`config.mk`:
```
export PLATFORM = sky130hd
export DESIGN_NAME = sr_lock_arbiter_flat
export DESIGN_NICKNAME = d
export VERILOG_FILES = /design/src/rtl/sr_lock_arbiter_if.sv /design/src/rtl/sr_lock_arbiter.sv /design/src/flat_wrapper.sv
export SDC_FILE = /design/constraint.sdc
export NUM_CORES = 1
export LEC_CHECK = 0
export CAP_MARGIN = 20
export CORE_UTILIZATION = 43
export DETAILED_ROUTE_END_ITERATION = 10
export GPL_TIMING_DRIVEN = 0
export HOLD_SLACK_MARGIN = 0.12
export PLACE_DENSITY = 0.72
export SLEW_MARGIN = 25
export SYNTH_ARGS = -nofsm -noshare
export SYNTH_HDL_FRONTEND = slang
export SYNTH_SLANG_ARGS = --single-unit
```
`constraint.sdc`:
```
create_clock -name clk -period 2.2 [get_ports clk]
set_input_delay 0.22 -clock clk [delete_from_list [all_inputs] [get_ports clk]]
set_output_delay 0.22 -clock clk [all_outputs]
set_load 0.1 [all_outputs]
```
`src/rtl/sr_lock_arbiter_if.sv`:
```
// Request/grant bundle between N requesters and the lock arbiter.
interface sr_lock_arbiter_if #(
  parameter int N = 4
);
  localparam int OW = (N > 1) ? $clog2(N) : 1;

  logic [N-1:0]  req;
  logic [N-1:0]  rel;
  logic [N-1:0]  gnt;
  logic          busy;
  logic [OW-1:0] owner;
  logic          timeout;

  // Requester side drives req/rel and observes the lock state.
  modport master (
    output req,
    output rel,
    input  gnt,
    input  busy,
    input  owner,
    input  timeout
  );

  // Arbiter side samples req/rel and owns the lock state.
  modport slave (
    input  req,
    input  rel,
    output gnt,
    output busy,
    output owner,
    output timeout
  );
endinterface

```
`src/rtl/sr_lock_arbiter.sv`:
```
// Round-robin owner of a single SR-style busy flag shared by N requesters.
// A grant sets the flag; release, request drop or the hold limit resets it,
// followed by a one-cycle gap before the next arbitration.
module sr_lock_arbiter #(
  parameter int N        = 4,
  parameter int HOLD_MAX = 255,
  parameter int CW       = 8
) (
  input  logic                clk,
  input  logic                rst_n,
  sr_lock_arbiter_if.slave    bus
);
  localparam int OW = (N > 1) ? $clog2(N) : 1;
  localparam bit HOLD_EN = (HOLD_MAX != 0);
  localparam logic [CW-1:0] HOLD_LAST = CW'((HOLD_MAX == 0) ? 0 : HOLD_MAX - 1);

  typedef enum logic [1:0] {
    IDLE  = 2'd0,
    OWNED = 2'd1,
    GAP   = 2'd2
  } state_t;

  state_t        state;
  logic [N-1:0]  gnt;
  logic          busy;
  logic [OW-1:0] owner;
  logic          timeout;
  logic [CW-1:0] hold_cnt;
  logic [OW-1:0] rr;

  logic [OW-1:0] pick;
  logic          found;
  logic [OW-1:0] cand;
  logic          end_rel;
  logic          end_req;
  logic          end_hold;

  // Next index with wrap from N-1 back to 0.
  function automatic logic [OW-1:0] wrap_inc(input logic [OW-1:0] v);
    if (v == OW'(N - 1)) return '0;
    else                 return v + 1'b1;
  endfunction

  // Round-robin search: first set req bit at or above rr, wrapping.
  always_comb begin
    pick  = '0;
    found = 1'b0;
    cand  = rr;
    for (int i = 0; i < N; i++) begin
      if (!found && bus.req[cand]) begin
        pick  = cand;
        found = 1'b1;
      end
      cand = wrap_inc(cand);
    end
  end

  // Grant-end causes; only the owner's bits matter.
  assign end_rel  = bus.rel[owner];
  assign end_req  = !bus.req[owner];
  assign end_hold = HOLD_EN && (hold_cnt == HOLD_LAST);

  // Lock FSM: grant, hold, revoke, one-cycle gap.
  always_ff @(posedge clk or negedge rst_n) begin
    if (!rst_n) begin
      state    <= IDLE;
      gnt      <= '0;
      busy     <= 1'b0;
      owner    <= '0;
      timeout  <= 1'b0;
      hold_cnt <= '0;
      rr       <= '0;
    end else begin
      case (state)
        IDLE: begin
          timeout <= 1'b0;
          if (found) begin
            state       <= OWNED;
            gnt         <= '0;
            gnt[pick]   <= 1'b1;
            busy        <= 1'b1;
            owner       <= pick;
            hold_cnt    <= '0;
          end
        end
        OWNED: begin
          if (hold_cnt != '1) hold_cnt <= hold_cnt + 1'b1;
          if (end_rel || end_req || end_hold) begin
            state   <= GAP;
            gnt     <= '0;
            busy    <= 1'b0;
            owner   <= '0;
            rr      <= wrap_inc(owner);
            // Pulse only when the hold limit alone ended the grant.
            timeout <= end_hold && !end_rel && !end_req;
          end
        end
        GAP: begin
          state   <= IDLE;
          timeout <= 1'b0;
        end
        default: begin
          state   <= IDLE;
          gnt     <= '0;
          busy    <= 1'b0;
          owner   <= '0;
          timeout <= 1'b0;
        end
      endcase
    end
  end

  assign bus.gnt     = gnt;
  assign bus.busy    = busy;
  assign bus.owner   = owner;
  assign bus.timeout = timeout;

endmodule
```
`src/flat_wrapper.sv`:
```
// flat-port wrapper written by rule: the top's interface ports become plain ports
module sr_lock_arbiter_flat 
#(
  parameter int N        = 4,
  parameter int HOLD_MAX = 255,
  parameter int CW       = 8
)
  (clk, rst_n, bus_req, bus_rel, bus_gnt, bus_busy, bus_owner, bus_timeout);
  sr_lock_arbiter_if #(.N(N)) bus_i ();
  input  logic clk;
  input  logic rst_n;
  input wire logic [$bits(bus_i.req)-1:0] bus_req;
  input wire logic [$bits(bus_i.rel)-1:0] bus_rel;
  output wire logic [$bits(bus_i.gnt)-1:0] bus_gnt;
  output wire logic [$bits(bus_i.busy)-1:0] bus_busy;
  output wire logic [$bits(bus_i.owner)-1:0] bus_owner;
  output wire logic [$bits(bus_i.timeout)-1:0] bus_timeout;
  assign bus_i.req = bus_req;
  assign bus_i.rel = bus_rel;
  assign bus_gnt = bus_i.gnt;
  assign bus_busy = bus_i.busy;
  assign bus_owner = bus_i.owner;
  assign bus_timeout = bus_i.timeout;
  sr_lock_arbiter #(.N(N), .HOLD_MAX(HOLD_MAX), .CW(CW)) u_core (.clk(clk), .rst_n(rst_n), .bus(bus_i));
endmodule
```
==> results.json <==
{
  "status": "finished with violations",
  "violations": "setup timing",
  "ys_seq_elements": 20,
  "layout-drive-gt1-share_pct": 35.6,
  "synth_fp_nets": 170,
  "min_path_type": "input port to asynchronous set/reset pin",
  "worstMarginPinSlew_ps": 970,
  "final_common_cell": "dfrtp_1",
  "design.core.area_um2": 3150,
  "setup-tns-final_ps": -84.2,
  "io_pins": 18,
  "area_growth_pct": 37.9,
  "rows": 20,
  "n_fill_cell": 250,
  "worstSetupPathType": "register to register",
  "yosysSeqAreaShare_pct": 34.2,
  "critPathTopFamily": "compound AO/OA/AOI/OAI gates",
  "grt_max_degree": 21,
  "crit_buf_inv": 2,
  "max_stage_delay_ps": 430,
  "ctsRootBufferMaster": "clkbuf_4",
  "synth_edf_count": 0,
  "path_cells": "ha_4, buf_4, clkbuf_16, mux2i_1, mux2_4, a311oi_2, nor2_1, a22o_1",
  "cts-hold-fix-buffers": 0,
  "ys_dominant_reg_cell": "dfrtp_1",
  "multiInputGateArea_um2": 1070,
  "drc": 0,
  "arrival_ps": 2450,
  "postSynthAreaPerCell_um2": 9.38,
  "dr_total_vias": 1456,
  "grt_pass1_wl_mm": 6.11,
  "final_cell_mix": "18 x dfrtp_1, 16 x clkdlybuf4s50_1, 11 x buf_4",
  "grt_pass1_vias": 1372,
  "whs_ps": 419,
  "numClockSinks": 20,
  "finalSetupViolations": 5,
  "slowest_stage": "dfrtp_1",
  "startpoint_type": "register",
  "vdd_drop_max_mv": 1.27,
  "overflow": 0,
  "die_y_um": 60.3,
  "clock_latency_ps": 300,
  "yosys_warnings": 0,
  "drv_cap": 0,
  "wl_per_cell_um": 17.0,
  "finalWorstSetupSlack_ps": -49.4,
  "finalCriticalPeriod_ps": 2250,
  "die_area_um2": 3640,
  "place.gp.congestion": 0.816,
  "dr.pass1.iters": 4,
  "routed_wl_mm": 3.95,
  "yosysTopAreaCell": "dfrtp_1",
  "rsz0062_at_grt": "yes",
  "drt_iter0_drc": 43,
  "placement.cell_area_um2": 1700,
  "antenna_left": 0,
  "htreeDepth": 1,
  "port_buffers": 16,
  "clockBufferDepth": 2,
  "synth_area_leaders": "dfrtp_1 34%, mux2i_1 4.8%, mux4_2 4.6%",
  "numCtsBuffers": 3,
  "slew_viol_final": 0,
  "synthArstFlopShare_pct": 100,
  "vias_per_cell": 6.28,
  "synth_cell_type_count": 51,
  "end_kind": "register",
  "syn-instance-count": 156,
  "cts_tree": "yes",
  "relSlewSlack_pct": 35.1,
  "diodes": 0,
  "clk_pin_slew_ps": 110,
  "synth_top_area_share_pct": 34.2,
  "seq_area_um2": 503,
  "layout_worst_path_cycle_share_pct": 102,
  "required_ps": 2400,
  "dpl.hpwl_mm": 2.48,
  "start_util_pct": 46.4,
  "grt_use_total_pct": 22.2,
  "fin_area_um2": 2020,
  "die_w_um": 60.3,
  "skew_ps": 1.21,
  "finalHoldViolCount": 0,
  "synth_area_um2": 1460,
  "p_leak_nw": 0.825,
  "grt_antenna_before_repair": 0,
  "cp_max_fo": 6,
  "power_density_nw_per_um2": 1590,
  "fmax_mhz": 445,
  "fin_nets": 203
}
## where the power goes
group / total (mW) / switching [mW] / internal [mW]
Clock: 0.183 / 0.113 / 0.0708
Sequential: 0.593 / 0.115 / 0.478
Combinational: 2.43 / 1.36 / 1.07
Total: 3.20 / 1.59 / 1.62
## cells in the mapped netlist (all sizes together) (2+ instances only)
library cell	n
dfrtp	20
o21ai	14
buf	10
nand2	10
nor2	9
a21oi	8
nand3	8
mux2i	7
nor2b	5
ha	4
mux2	4
or3	4
a21o	3
a22o	3
a31oi	3
inv	3
mux4	3
nor3	3
o31ai	3
or4	3
a311oi	2
and3	2
and3b	2
nand2b	2
o211ai	2
## sequential cells by signal, summed over array words and instances (netlist names)
signal / cells
u_core.bus.busy: 1
u_core.bus.gnt: 4
u_core.bus.owner: 2
u_core.bus.timeout: 1
u_core.hold_cnt: 8
u_core.rr: 2
u_core.state: 2
## worst register-to-register path, cell delays in order (launching register included)
cell	delay, ps
dfrtp_1	430
ha_4	280
buf_4	140
clkbuf_16	140
mux2i_1	120
mux2_4	330
a311oi_2	380
nor2_1	110
a22o_1	210
## worst paths after layout
| check | start | endpoint | slack, ps | cells after the start |
|---|---|---|---|---|
| max | u_core.rr[1] | u_core.bus.gnt[1] | -50 | 8 |
| min | rst_n | u_core.rr[1] | 420 | 1 |
| max reg2reg | u_core.rr[1] | u_core.bus.gnt[1] | -50 | 8 |
| min reg2reg | u_core.bus.gnt[2] | u_core.bus.gnt[2] | 520 | 1 |
| max in group asynchronous | rst_n | u_core.bus.owner[0] | 1160 | 1 |
| min in group clk | u_core.bus.gnt[2] | u_core.bus.gnt[2] | 520 | 1 |
## per-layer routing
metal | track usage, % | vias to the layer above | routed length [um]
li1 | - | 658 | -
met1 | 31.4 | 739 | 1850
met3 | 5.12 | 6 | 209
met4 | 4.65 | 0 | 36
met5 | 0 | - | 0
met2 | 34.9 | 53 | 1860
## cell type report
cell class	instances	area share, %
multi-input cells	123	52.9
clock buffers	4	1.30
well taps	44	2.73
inverters	3	0.558
repair buffers	28	13.6
flip-flops and latches	20	24.9
plain buffers	10	3.91
## through the flow
step                cells  worst slack (ps)  total power [mW]  utilization (%)
global route          232              -100              3.38             64.0
global placement      216              -144              2.25             53.8
detailed placement    216              -183              2.31             53.8
CTS                   222             -9.34              2.64             56.4
finish                232             -49.4              3.20             64.0
floorplan             156              19.7              1.93                -
## repair_timing
item / CTS / global route
setup buffers: 3 / 8
gates resized for setup: 9 / 33
pin swaps: 6 / 25
cloned: 0 / 2
setup endpoints to repair: 13 / 13
## logic make-up (layout without fill, tap and decap cells)
logic type / count (synthesis) / after routing / synth area share (%)
and+or+nand+nor: 54 / 54 / 20.9
AOI/OAI and AO/OA: 50 / 51 / 23.8
DFF: 20 / 20 / 34.2
muxes: 14 / 14 / 12.5
buffers and inverters: 14 / 45 / 5.21
adders and majority gates: 4 / 4 / 3.42
No activity file was read; power rests on OpenSTA's default activity.
